## src/rtl/river_cfg_pkg.sv

```systemverilog
// Core configuration constants shared across the execute stage.
package river_cfg_pkg;

  // Native integer register width of the core.
  localparam int RISCV_ARCH = 64;

endpackage

```

## src/rtl/alu_logic_arbiter_pkg.sv

```systemverilog
// Types and reset constant for the shared logic-unit arbiter.
package alu_logic_arbiter_pkg;
  import river_cfg_pkg::*;

  typedef enum logic [1:0] {
    IDLE = 2'd0,
    EXEC = 2'd1,
    RESP = 2'd2
  } alu_logic_arbiter_state_e;

  // Everything the arbiter remembers between cycles; the held op/operands
  // feed the shared unit directly so its registered result stays stable.
  typedef struct packed {
    alu_logic_arbiter_state_e state;
    logic                     owner;
    logic                     last_grant;
    logic [2:0]               op;
    logic                     rv32;
    logic [RISCV_ARCH-1:0]    a1;
    logic [RISCV_ARCH-1:0]    a2;
  } AluLogicArbiter_registers;

  // last_grant starts at 1 so requester 0 wins the first contended round.
  localparam AluLogicArbiter_registers AluLogicArbiter_r_reset = '{
    state:      IDLE,
    owner:      1'b0,
    last_grant: 1'b1,
    op:         3'b000,
    rv32:       1'b0,
    a1:         '0,
    a2:         '0
  };

endpackage

```

## src/rtl/alu_logic_arbiter.sv

```systemverilog
// Round-robin arbiter sharing one registered logic unit between two
// requesters, one operation in flight, valid/ready on both sides.
module alu_logic_arbiter
  import river_cfg_pkg::*;
  import alu_logic_arbiter_pkg::*;
(
  input  logic                  i_clk,
  input  logic                  i_nrst,
  input  logic                  i_req0_valid,
  output logic                  o_req0_ready,
  input  logic [2:0]            i_req0_op,
  input  logic                  i_req0_rv32,
  input  logic [RISCV_ARCH-1:0] i_req0_a1,
  input  logic [RISCV_ARCH-1:0] i_req0_a2,
  output logic                  o_resp0_valid,
  input  logic                  i_resp0_ready,
  output logic [RISCV_ARCH-1:0] o_resp0_data,
  input  logic                  i_req1_valid,
  output logic                  o_req1_ready,
  input  logic [2:0]            i_req1_op,
  input  logic                  i_req1_rv32,
  input  logic [RISCV_ARCH-1:0] i_req1_a1,
  input  logic [RISCV_ARCH-1:0] i_req1_a2,
  output logic                  o_resp1_valid,
  input  logic                  i_resp1_ready,
  output logic [RISCV_ARCH-1:0] o_resp1_data,
  output logic [2:0]            o_alu_op,
  output logic                  o_alu_rv32,
  output logic [RISCV_ARCH-1:0] o_alu_a1,
  output logic [RISCV_ARCH-1:0] o_alu_a2,
  input  logic [RISCV_ARCH-1:0] i_alu_res
);

  AluLogicArbiter_registers r_q;
  AluLogicArbiter_registers r_d;

  logic grant;
  logic arb_en;
  logic accept;
  logic owner_ready;

  // Grant selection, handshake decode and next-state computation.
  always_comb begin
    r_d         = r_q;
    owner_ready = r_q.owner ? i_resp1_ready : i_resp0_ready;
    // With both valid the requester that did not win last time goes next;
    // otherwise the sole valid requester (value irrelevant if none).
    if (i_req0_valid && i_req1_valid) begin
      grant = ~r_q.last_grant;
    end else begin
      grant = ~i_req0_valid;
    end
    // A new op may be taken when idle, or in the same cycle the current
    // result is consumed, which gives back-to-back ops every 2 cycles.
    arb_en = (r_q.state == IDLE) || ((r_q.state == RESP) && owner_ready);
    accept = arb_en && (i_req0_valid || i_req1_valid);

    case (r_q.state)
      IDLE:    r_d.state = IDLE;
      EXEC:    r_d.state = RESP;
      RESP:    r_d.state = owner_ready ? IDLE : RESP;
      default: r_d.state = IDLE;
    endcase

    if (accept) begin
      r_d.state      = EXEC;
      r_d.owner      = grant;
      r_d.last_grant = grant;
      r_d.op         = grant ? i_req1_op   : i_req0_op;
      r_d.rv32       = grant ? i_req1_rv32 : i_req0_rv32;
      r_d.a1         = grant ? i_req1_a1   : i_req0_a1;
      r_d.a2         = grant ? i_req1_a2   : i_req0_a2;
    end
  end

  // State register with synchronous active-low reset.
  always_ff @(posedge i_clk) begin
    if (!i_nrst) begin
      r_q <= AluLogicArbiter_r_reset;
    end else begin
      r_q <= r_d;
    end
  end

  // Output decode; everything is forced low while reset is asserted.
  always_comb begin
    o_req0_ready  = i_nrst && accept && !grant;
    o_req1_ready  = i_nrst && accept && grant;
    o_resp0_valid = i_nrst && (r_q.state == RESP) && !r_q.owner;
    o_resp1_valid = i_nrst && (r_q.state == RESP) && r_q.owner;
    o_resp0_data  = o_resp0_valid ? i_alu_res : '0;
    o_resp1_data  = o_resp1_valid ? i_alu_res : '0;
    o_alu_op      = i_nrst ? r_q.op   : 3'b000;
    o_alu_rv32    = i_nrst && r_q.rv32;
    o_alu_a1      = i_nrst ? r_q.a1   : '0;
    o_alu_a2      = i_nrst ? r_q.a2   : '0;
  end

endmodule

```

## config.mk

```make
export PLATFORM = sky130hd
export DESIGN_NAME = alu_logic_arbiter
export DESIGN_NICKNAME = d
export VERILOG_FILES = /design/src/rtl/river_cfg_pkg.sv /design/src/rtl/alu_logic_arbiter_pkg.sv /design/src/rtl/alu_logic_arbiter.sv
export SDC_FILE = /design/constraint.sdc
export NUM_CORES = 1
export LEC_CHECK = 0
export BUFFER_PORTS_ARGS = -buffer_cell sky130_fd_sc_hd__buf_2
export CORE_AREA = 8 8 230 232
export CTS_CLUSTER_DIAMETER = 60
export DETAILED_ROUTE_END_ITERATION = 16
export DIE_AREA = 0 0 238 240
export GPL_ROUTABILITY_DRIVEN = 0
export PLACE_DENSITY = 0.5
export REMOVE_ABC_BUFFERS = 1
export SLEW_MARGIN = 5
export SYNTH_ARGS = -nofsm -noshare
export SYNTH_HDL_FRONTEND = slang
export SYNTH_SLANG_ARGS = --single-unit
```

## constraint.sdc

```tcl
create_clock -name i_clk -period 2.3 [get_ports i_clk]
set_input_delay 0.46 -clock i_clk [delete_from_list [all_inputs] [get_ports i_clk]]
set_output_delay 0.46 -clock i_clk [all_outputs]
set_load 0.01 [all_outputs]
```

# Yosys cells after proc, flatten, opt, wreduce, memory -nomap -nowiden
# Cells that the tools add are included.
dict set report op_classes {
  eq_ne 2
  n_mux 14
  n_bitwise 3
  reduce_logical 16
}
# cell n
set ops {}
lappend ops {{$mux 64} 6}
lappend ops {{$mux 135} 1}
lappend ops {{$logic_and 1x1->1} 10}
lappend ops {{$mux 3} 2}
lappend ops {{$pmux 2 s2} 1}
lappend ops {{$mux 1} 3}
lappend ops {{$not 1->1} 3}
lappend ops {{$eq 2x1->1 const B} 1}
lappend ops {{$eq 2x2->1 const B} 1}
lappend ops {{$logic_not 1->1} 2}
lappend ops {{$logic_not 2->1} 1}
lappend ops {{$logic_or 1x1->1} 2}
lappend ops {{$mux 2} 1}
lappend ops {{$reduce_or 2->1} 1}
dict set report word_totals {
  reg_bits 136
  input_bits 334
  out_inout_bits 264
}

# Longest topological paths before layout
# Gate-level depths: netlist of the first run.
dict set report logic_depth {
  ltp_word 6
  ltp_mapped 9
  mapped_depth_nobuf 5
}

# Least setup slack after synthesis of the first run
# No wires, ideal clock.
dict set report synth_timing {
  path_type {register to output}
  startpoint {register r_q[134] in the netlist's numbering}
  endpoint {output o_resp0_data[10]}
  arrival_time_ns 1.430
  t_required_ns 1.840
  path_slack_ns 0.410
  path_stages_with_launch 8
  cell_sequence {dfxtp_1 > inv_1 > ha_1 > inv_1 > nor3_1 > clkbuf_1 > clkbuf_1 > and2_1}
}
dict set report synth_between {
  elab_chain_cells 4
}
# element line
set synth_lines {}
lappend synth_lines {{start, declared} alu_logic_arbiter.sv:34} ;# AluLogicArbiter_registers r_q;
lappend synth_lines {{start signal, assigned} alu_logic_arbiter.sv:79} ;# r_q <= AluLogicArbiter_r_reset;
lappend synth_lines {{start signal, assigned} alu_logic_arbiter.sv:81} ;# r_q <= r_d;
lappend synth_lines {{$eq 2x2->1} alu_logic_arbiter.sv:89} ;# o_resp0_valid = i_nrst && (r_q.state == RESP) && !r_q.owner;
lappend synth_lines {{$logic_and 1x1->1 (2 in a row)} alu_logic_arbiter.sv:89}
lappend synth_lines {{$mux 64} alu_logic_arbiter.sv:91} ;# o_resp0_data = o_resp0_valid ? i_alu_res : '0;
lappend synth_lines {{end, declared} alu_logic_arbiter.sv:17} ;# output logic [RISCV_ARCH-1:0] o_resp0_data,
# No other way between the ends.

# Final worst setup path of the first run
dict set report layout_timing {
  startpoint {register r_q[134] in the netlist's numbering}
  endpoint {output o_resp0_data[50]}
}
# The elaborated chain is that of the path after synthesis.

==> results.toml, run 1 <==
[setup_path]
cp_max_fo = 5
cp_num_buf_inv = 6
critPathKind = "flop to primary output"
cpMostUsedCell = "buf_12"
start_kind = "flop"
worstPathRequired_ns = 1.84
endpoint_kind = "primary output"
cp_slowest_cell = "dfxtp_2"
crit_family = "buffers and inverters"
slowest_delay_ns = 0.32
worstPathCellList = "inv_2, ha_4, inv_4, nor3_4, buf_12, buf_8, buf_12, and2_4, buf_6"
cp.arrival_ns = 1.91

[floorplanning]
rows = 82
dieHeight_um = 240
die_x_um = 238
core_area_um2 = 49500
ios = 598
start_util = 0.193
die_area_um2 = 57100

[timing]
finalCriticalPeriod_ns = 2.37
min_period_over_period = 1.03
drv_slew = 0
rsz0062_at_grt = "yes"
setup_viol = 71
setup_slack_ns = -0.0740
max_freq_mhz = 421
tightest_slew_ns = 0.934
hold_violations = 0
max_slew_margin = 0.378
fin_worst_skew_ns = 0.00915

[clock_tree]
ctsHoldBuffers = 0
cts_tree = "yes"
h-tree-depth = 4
numCtsBuffers = 17
clockBufferDepth = 2
cts_root_buffer = "clkbuf_16"
cts.sinks = 136
cts.clk_slew.worst_paths_ns = 0.06
clk_latency_ns = 0.48

[yosys]
synth.distinct_cells = 30
syn_inst = 1116
synth-seq-area-share = 0.285
yosys_warnings = 0
syn-cell-area_um2 = 9560
syn_avg_cell_area_um2 = 8.57
ys_ff_latch = 136

[placement]
portBuffers = 597
placed_area_um2 = 13100
dpl.cell_count = 2252
hpwl_um = 39400

[grt]
track_usage = 0.190
grt_pass1_vias = 11800
grt_overflow = 0
grt_max_degree = 134
grt_pass1_wl_um = 81000
antenna_found_initial = 7

[route]
drt_first_iter_violations = 764
drc = 0
wl_per_cell_um = 25.4
vias = 11600
wl_um = 58800
final_antenna_net_count = 0
viasPerCell = 5.01
drtPass1Iterations = 7

[cells_and_area]
largest_reg_flops = 136
reg_top3 = "r_q x136"
layout_commonest_cell = "buf_2"
drive_gt1_frac = 0.542
final_area_um2 = 15300
syn_to_final_growth_pct = 59.7
final_cell_mix = "buf_2 (486), and2_1 (154), o21ai_0 (133), dfxtp_1 (133)"
nets = 1965
largest-register = "r_q"
instances_no_fill = 2313

[power]
power_density_nw_per_um2 = 523
p_total_mw = 7.99
p_leak_nw = 6.39
peakVddDrop_v = 0.000528

[outcome]
violations = "negative setup slack"
status = "finished with violations"

[flow_run]
drv_cap = 0

[min_path]
min_path_type = "input port to flop"
==> layout make-up <==
| class | instances | area, µm² |
|---|---|---|
| multi-input cells | 815 | 6480 |
| well taps | 672 | 841 |
| repair buffers | 653 | 4580 |
| fillers | 5293 | 34200 |
| flip-flops and latches | 136 | 2730 |
| inverters | 5 | 28.8 |
| clock inverters | 9 | 150 |
| clock buffers | 20 | 457 |
| diodes | 3 | 7.51 |
==> report_power, final <==
part	internal (mW)	total, mW	switching, mW
clock network	1.84	3.00	1.16
logic	0.939	2.24	1.30
registers	2.62	2.75	0.128
==> final timing paths <==
kind | from | slack [ns] | cells past startpoint | end
max reg2reg | r_q[133]$_SDFFE_PN0P_ | 0.16 | 5 | r_q[124]$_SDFFE_PN0P_
max | r_q[134]$_SDFF_PN0_ | -0.07 | 9 | o_resp0_data[50]
min | i_req1_a2[8] | 0.27 | 3 | r_q[8]$_SDFFE_PN0P_
min reg2reg | r_q[132]$_SDFFE_PN1P_ | 0.54 | 2 | r_q[132]$_SDFFE_PN1P_
==> per-stage QoR <==
stage | setup WS (ns) | TNS (ns) | hold WS [ns] | utilization
after global placement | 0.0349 | 0 | 0.510 | 0.266
after floorplan | -4.25 | -714.16 | 0.467 | -
after global routing | -0.182 | -11.97 | 0.248 | 0.309
after CTS | -0.173 | -15.92 | 0.215 | 0.292
final | -0.0740 | -2.48 | 0.268 | 0.309
after detailed placement | 0.0718 | 0 | 0.515 | 0.266
==> kinds of logic (layout without fill, tap and decap cells) <==
family	after synthesis	count (layout)	share of synthesized area
AOI/OAI and AO/OA	406	406	0.353
muxes	2	3	0.00222
and+or+nand+nor	403	403	0.280
adders and majority gates	3	3	0.00393
DFF	136	136	0.285
other	0	3	0
buffers and inverters	166	687	0.0764
==> routing by layer <==
metal  wire length, µm  track usage
met1             21100        0.203
met2             29900        0.328
met3              4650       0.0599
met4              3000        0.111
met5                21            0
==> worst register-to-register path, cell delays in order, from the launching register on <==
cell      delay (ns)
dfxtp_4         0.44
mux2_4          0.25
buf_4           0.24
buf_4           0.56
a211oi_1        0.24
a311oi_1        0.29
==> synthesized netlist by cell type, drive strengths merged <==
cell type | count | area [µm²]
a31oi | 1 | 6.26
nor2 | 4 | 15.0
nand3 | 1 | 5.00
nand2 | 1 | 3.75
nor3 | 1 | 5.00
and2b | 1 | 7.51
nand3b | 132 | 991
a21o | 1 | 7.51
clkbuf | 141 | 529
nor4 | 1 | 6.26
o21a | 2 | 15.0
o21ai | 134 | 671
mux2 | 1 | 11.3
a2bb2oi | 1 | 8.76
ha | 3 | 37.5
o2111a | 1 | 11.3
mux2i | 1 | 10.0
a211oi | 132 | 991
a311oi | 132 | 1660
and3 | 1 | 6.26
dfxtp | 136 | 2720
buf | 20 | 183
and2 | 261 | 1630
inv | 5 | 18.8
a21oi | 2 | 10.0
==> timing repair <==
action / CTS / global route
gates cloned: 10 / 5
setup endpoints to repair: 132 / 131
pin swaps: 29 / 38
resized for setup: 85 / 199
endpoints found under the hold margin: 0 / 0
setup buffers: 11 / 6
Note: power is estimated with default switching activity, not from simulation.
==> run 2, diff against run 1 <==
--- a/config.mk
+++ b/config.mk
@@ -6,12 +6,12 @@
 export NUM_CORES = 1
 export LEC_CHECK = 0
 export BUFFER_PORTS_ARGS = -buffer_cell sky130_fd_sc_hd__buf_2
-export CORE_AREA = 8 8 230 232
-export CTS_CLUSTER_DIAMETER = 60
+export CORE_AREA = 8 8 224 226
+export CTS_CLUSTER_DIAMETER = 40
 export DETAILED_ROUTE_END_ITERATION = 16
-export DIE_AREA = 0 0 238 240
+export DIE_AREA = 0 0 232 234
 export GPL_ROUTABILITY_DRIVEN = 0
-export PLACE_DENSITY = 0.5
+export PLACE_DENSITY = 0.52
 export REMOVE_ABC_BUFFERS = 1
 export SLEW_MARGIN = 5
 export SYNTH_ARGS = -nofsm -noshare
==> results.toml, run 2 (same netlist as run 1, synthesis figures left out) <==
[route]
wl_per_cell_um = 24.3
wl_um = 54900
drt_first_iter_violations = 618
viasPerCell = 5.09
drc = 0
final_antenna_net_count = 0
drtPass1Iterations = 4
vias = 11500

[clock_tree]
clk_latency_ns = 0.48
cts_tree = "yes"
cts_root_buffer = "clkbuf_16"
numCtsBuffers = 17
cts.clk_slew.worst_paths_ns = 0.06
clockBufferDepth = 2
h-tree-depth = 4
cts.sinks = 136

[timing]
fin_worst_skew_ns = 0.0129
rsz0062_at_grt = "yes"
tightest_slew_ns = 0.872
min_period_over_period = 1.00
fin_setup_tns_ns = -0.0607
max_freq_mhz = 433
finalCriticalPeriod_ns = 2.31
setup_slack_ns = -0.00789
hold_ws_ns = 0.274
setup_viol = 15
max_slew_margin = 0.419
drv_slew = 0
hold_violations = 0

[grt]
grt.met1_usage = 0.200
grt_pass1_vias = 11800
met2_usage = 0.330
track_usage = 0.188
antenna_found_initial = 8
grt_max_degree = 115
grt_use_met3 = 0.0537
grt_overflow = 0
top_usage_layer = "met2"
grt_pass1_wl_um = 76900

[floorplanning]
dieHeight_um = 234
core_area_um2 = 46800
start_util = 0.204
die_area_um2 = 54300
rows = 80
ios = 598
die_x_um = 232

[min_path]
min_to = "r_q[120]$_SDFFE_PN0P_"
min_path_type = "input port to flop"
holdPathStages = 3
worstHoldStart = "i_req1_a1[56]"

[setup_path]
worstPathRequired_ns = 1.84
critPathKind = "flop to primary output"
r2r-end = "r_q[96]$_SDFFE_PN0P_"
start_kind = "flop"
cp.arrival_ns = 1.85
worstPathCellList = "inv_2, ha_4, and3_4, buf_12, clkbuf_16, and2_4, buf_6"
r2r_slack_ns = 0.20
cp_num_buf_inv = 4
slowest_delay_ns = 0.32
crit_family = "buffers and inverters"
cp_max_fo = 8
cp_slowest_cell = "dfxtp_2"
r2r_cells = 9
endpoint_kind = "primary output"
reg2reg_from = "r_q[134]$_SDFF_PN0_"

[outcome]
status = "finished with violations"
violations = "negative setup slack"

[flow_run]
drv_cap = 0

[placement]
portBuffers = 597
hpwl_um = 39000

[power]
p_total_mw = 7.88
p_leak_nw = 6.30
power_density_nw_per_um2 = 529
peakVddDrop_v = 0.000386

[cells_and_area]
n_fill_cell = 4996
final_cell_mix = "buf_2 (513), and2_1 (195), dfxtp_1 (134), o21ai_0 (133)"
layout_commonest_cell = "buf_2"
largest_reg_flops = 136
largest-register = "r_q"
utilization = 0.318
syn_to_final_growth_pct = 55.7
drive_gt1_frac = 0.517
reg_top3 = "r_q x136"
nets = 1964
-- run 2: cell count changes in the layout (fill, tap and decap cells not counted), moves of 2 or more --
cell / delta
and2_4: -41
clkinv_4: +2
clkbuf_16: +2
clkinvlp_4: +2
and2_1: +41
buf_12: +2
buf_4: +11
buf_2: +27
buf_6: -37
buf_8: -3
-- run 2: metal layers --
metal	vias up	wire, µm
met3	119	3820
met2	528	28100
met4	8	3250
met1	5618	19600
met5	-	57
li1	5211	-
-- run 2: tightest hold or removal path, stage by stage --
cell      delay (ns)
buf_2           0.10
o21ai_0         0.06
a311oi_1        0.08
-- run 2: how the worst max path moves through the flow --
stage                          start  cells after the start                    end  slack (ns)
2_1_floorplan    r_q[134]$_SDFF_PN0_                      5   r_q[13]$_SDFFE_PN0P_       -4.25
3_3_place_gp   r_q[133]$_SDFFE_PN0P_                      4   r_q[90]$_SDFFE_PN0P_        0.25
3_5_place_dp            i_req0_valid                      5  r_q[128]$_SDFFE_PN0P_        0.21
4_1_cts          r_q[134]$_SDFF_PN0_                      7       o_resp1_data[16]       -0.04
5_1_grt          r_q[134]$_SDFF_PN0_                      8       o_resp0_data[15]       -0.09
6_report         r_q[134]$_SDFF_PN0_                      7       o_resp1_data[54]      -0.008
-- run 2: timing repair --
item / in CTS / in global routing
hold buffers: 0 / 0
setup endpoints to repair: 132 / 122
pin swaps: 5 / 33
cloned: 6 / 7
setup buffers: 10 / 1
gates resized for setup: 98 / 100
-- run 2: final cells by class --
type,count,area (µm²),area share
diodes,3,7.51,0.000504
clock buffers,21,460,0.0309
clock inverters,11,148,0.00992
inverters,5,26.3,0.00177
multi-input cells,814,6360,0.427
flip-flops and latches,136,2730,0.183
well taps,615,769,0.0517
repair buffers,653,4390,0.295
-- run 2: report_power, final --
part | internal, mW | switching [mW]
clock | 1.76 | 1.19
combinational | 0.942 | 1.25
sequential | 2.62 | 0.123
total | 5.32 | 2.56
-- run 2: metrics by stage --
step / instance area (µm²) / cells / setup WS [ns]
CTS: 14300 / 2247 / -0.0424
global placement: 13100 / 2199 / 0.249
global route: 14900 / 2256 / -0.0933
detailed placement: 13100 / 2199 / 0.210
finish: 14900 / 2258 / -0.00789
floorplan: 8850 / 955 / -4.25
==> run 3, diff against run 2 <==
--- a/config.mk
+++ b/config.mk
@@ -7,6 +7,7 @@
 export LEC_CHECK = 0
 export BUFFER_PORTS_ARGS = -buffer_cell sky130_fd_sc_hd__buf_2
 export CORE_AREA = 8 8 224 226
+export CTS_BUF_LIST = sky130_fd_sc_hd__clkbuf_8 sky130_fd_sc_hd__clkbuf_16
 export CTS_CLUSTER_DIAMETER = 40
 export DETAILED_ROUTE_END_ITERATION = 16
 export DIE_AREA = 0 0 232 234
==> results.toml, run 3 (same netlist as run 1, synthesis figures left out) <==
[outcome]
status = "finished with violations"
violations = "negative setup slack"

[clock_tree]
numCtsBuffers = 17
cts.clk_slew.worst_paths_ns = 0.06
cts_root_buffer = "clkbuf_16"
cts_tree = "yes"
clockBufferDepth = 2
ctsHoldBuffers = 0
cts.sinks = 136
clk_latency_ns = 0.48
h-tree-depth = 4

[min_path]
min_path_type = "input port to flop"
min_to = "r_q[120]$_SDFFE_PN0P_"
worstHoldStart = "i_req1_a1[56]"
holdPathStages = 3

[route]
dr_wl_met3_um = 3810
viasPerCell = 5.09
wl_per_cell_um = 24.3
wl_um = 54900
vias = 11500
drt_first_iter_violations = 618
drc = 0
final_antenna_net_count = 0
drtPass1Iterations = 5
highest_layer = "met5"
wl_met2_um = 28100
wl_met1_um = 19700

[floorplanning]
dieHeight_um = 234
start_util = 0.204
die_area_um2 = 54300
rows = 80
core_area_um2 = 46800
die_x_um = 232
ios = 598

[cells_and_area]
layout.area.seq_um2 = 2730
layout_commonest_cell = "buf_2"
largest-register = "r_q"
nets = 1964
drive_gt1_frac = 0.517
multi_input_area_um2 = 6360
final_cell_mix = "buf_2 (513), and2_1 (195), dfxtp_1 (134), o21ai_0 (133)"
reg_top3 = "r_q x136"
instances_no_fill = 2258
n_fill_cell = 4996
syn_to_final_growth_pct = 55.7
utilization = 0.318
largest_reg_flops = 136

[timing]
max_freq_mhz = 433
max_slew_margin = 0.420
tightest_slew_ns = 0.869
drv_slew = 0
fin_worst_skew_ns = 0.0129
setup_slack_ns = -0.00813
setup_viol = 15
fin_setup_tns_ns = -0.0643
finalCriticalPeriod_ns = 2.31
rsz0062_at_grt = "yes"
hold_violations = 0
min_period_over_period = 1.00

[power]
peakVddDrop_v = 0.000387
power_density_nw_per_um2 = 529
p_leak_nw = 6.31

[setup_path]
r2r-end = "r_q[96]$_SDFFE_PN0P_"
critPathKind = "flop to primary output"
reg2reg_from = "r_q[134]$_SDFF_PN0_"
worstPathRequired_ns = 1.84
r2r_slack_ns = 0.20
cp.arrival_ns = 1.85
start_kind = "flop"
cp_max_fo = 8
endpoint_kind = "primary output"
r2r_cells = 9

[grt]
grt_max_degree = 115
antenna_found_initial = 8
grt_pass1_wl_um = 76900
grt_overflow = 0
track_usage = 0.188
grt_pass1_vias = 11800

[flow_run]
drv_cap = 0

[placement]
portBuffers = 597
dpl.cell_count = 2199
hpwl_um = 39000
run 3: area by class of cell:
type	count	share of cell area
tap	615	0.0517
clock buffer	19	0.0304
antenna	3	0.000504
multi-input combinational	814	0.427
timing repair buffer	653	0.295
sequential	136	0.183
clock inverter	13	0.0104
inverter	5	0.00177
run 3: repair_timing:
action	4_1_cts	5_1_grt
gates resized for setup	98	100
endpoints found under the setup margin	132	122
pin swaps	5	33
setup buffers	10	1
cloned	6	7
run 3: worst max-delay path by stage:
stage                               start               endpoint  slack, ns
detailed placement           i_req0_valid  r_q[128]$_SDFFE_PN0P_       0.21
global route          r_q[134]$_SDFF_PN0_       o_resp0_data[15]      -0.09
CTS                   r_q[134]$_SDFF_PN0_       o_resp1_data[16]      -0.04
finish                r_q[134]$_SDFF_PN0_       o_resp1_data[54]     -0.008
floorplan             r_q[134]$_SDFF_PN0_   r_q[13]$_SDFFE_PN0P_      -4.25
global placement    r_q[133]$_SDFFE_PN0P_   r_q[90]$_SDFFE_PN0P_       0.25
run 3: metal layers:
layer,track usage,vias to the layer above
met4,0.111,8
met5,0,-
met1,0.200,5631
met2,0.330,527
met3,0.0537,119
li1,-,5209
run 3: power by group:
group	leakage [nW]	total [mW]	internal [mW]	switching, mW
registers	1.13	2.74	2.62	0.123
logic	4.88	2.20	0.942	1.25
clock network	0.294	2.94	1.75	1.19
total	6.31	7.87	5.31	2.57
run 3: worst max-delay path: stages (launching register included):
cell	delay [ns]
dfxtp_2	0.32
inv_2	0.07
ha_4	0.15
and3_4	0.29
buf_12	0.16
clkbuf_16	0.15
and2_4	0.14
buf_6	0.10
run 3: per-stage QoR:
step                      instance area (µm²)  power (mW)  setup slack, ns  hold slack [ns]
after floorplan                          8850        3.90            -4.25            0.467
after global placement                  13100        4.92            0.249            0.510
after detailed placement                13100        4.95            0.210            0.528
after CTS                               14300        7.99          -0.0424            0.224
after global routing                    14900        8.27          -0.0933            0.243
final                                   14900        7.87         -0.00813            0.274
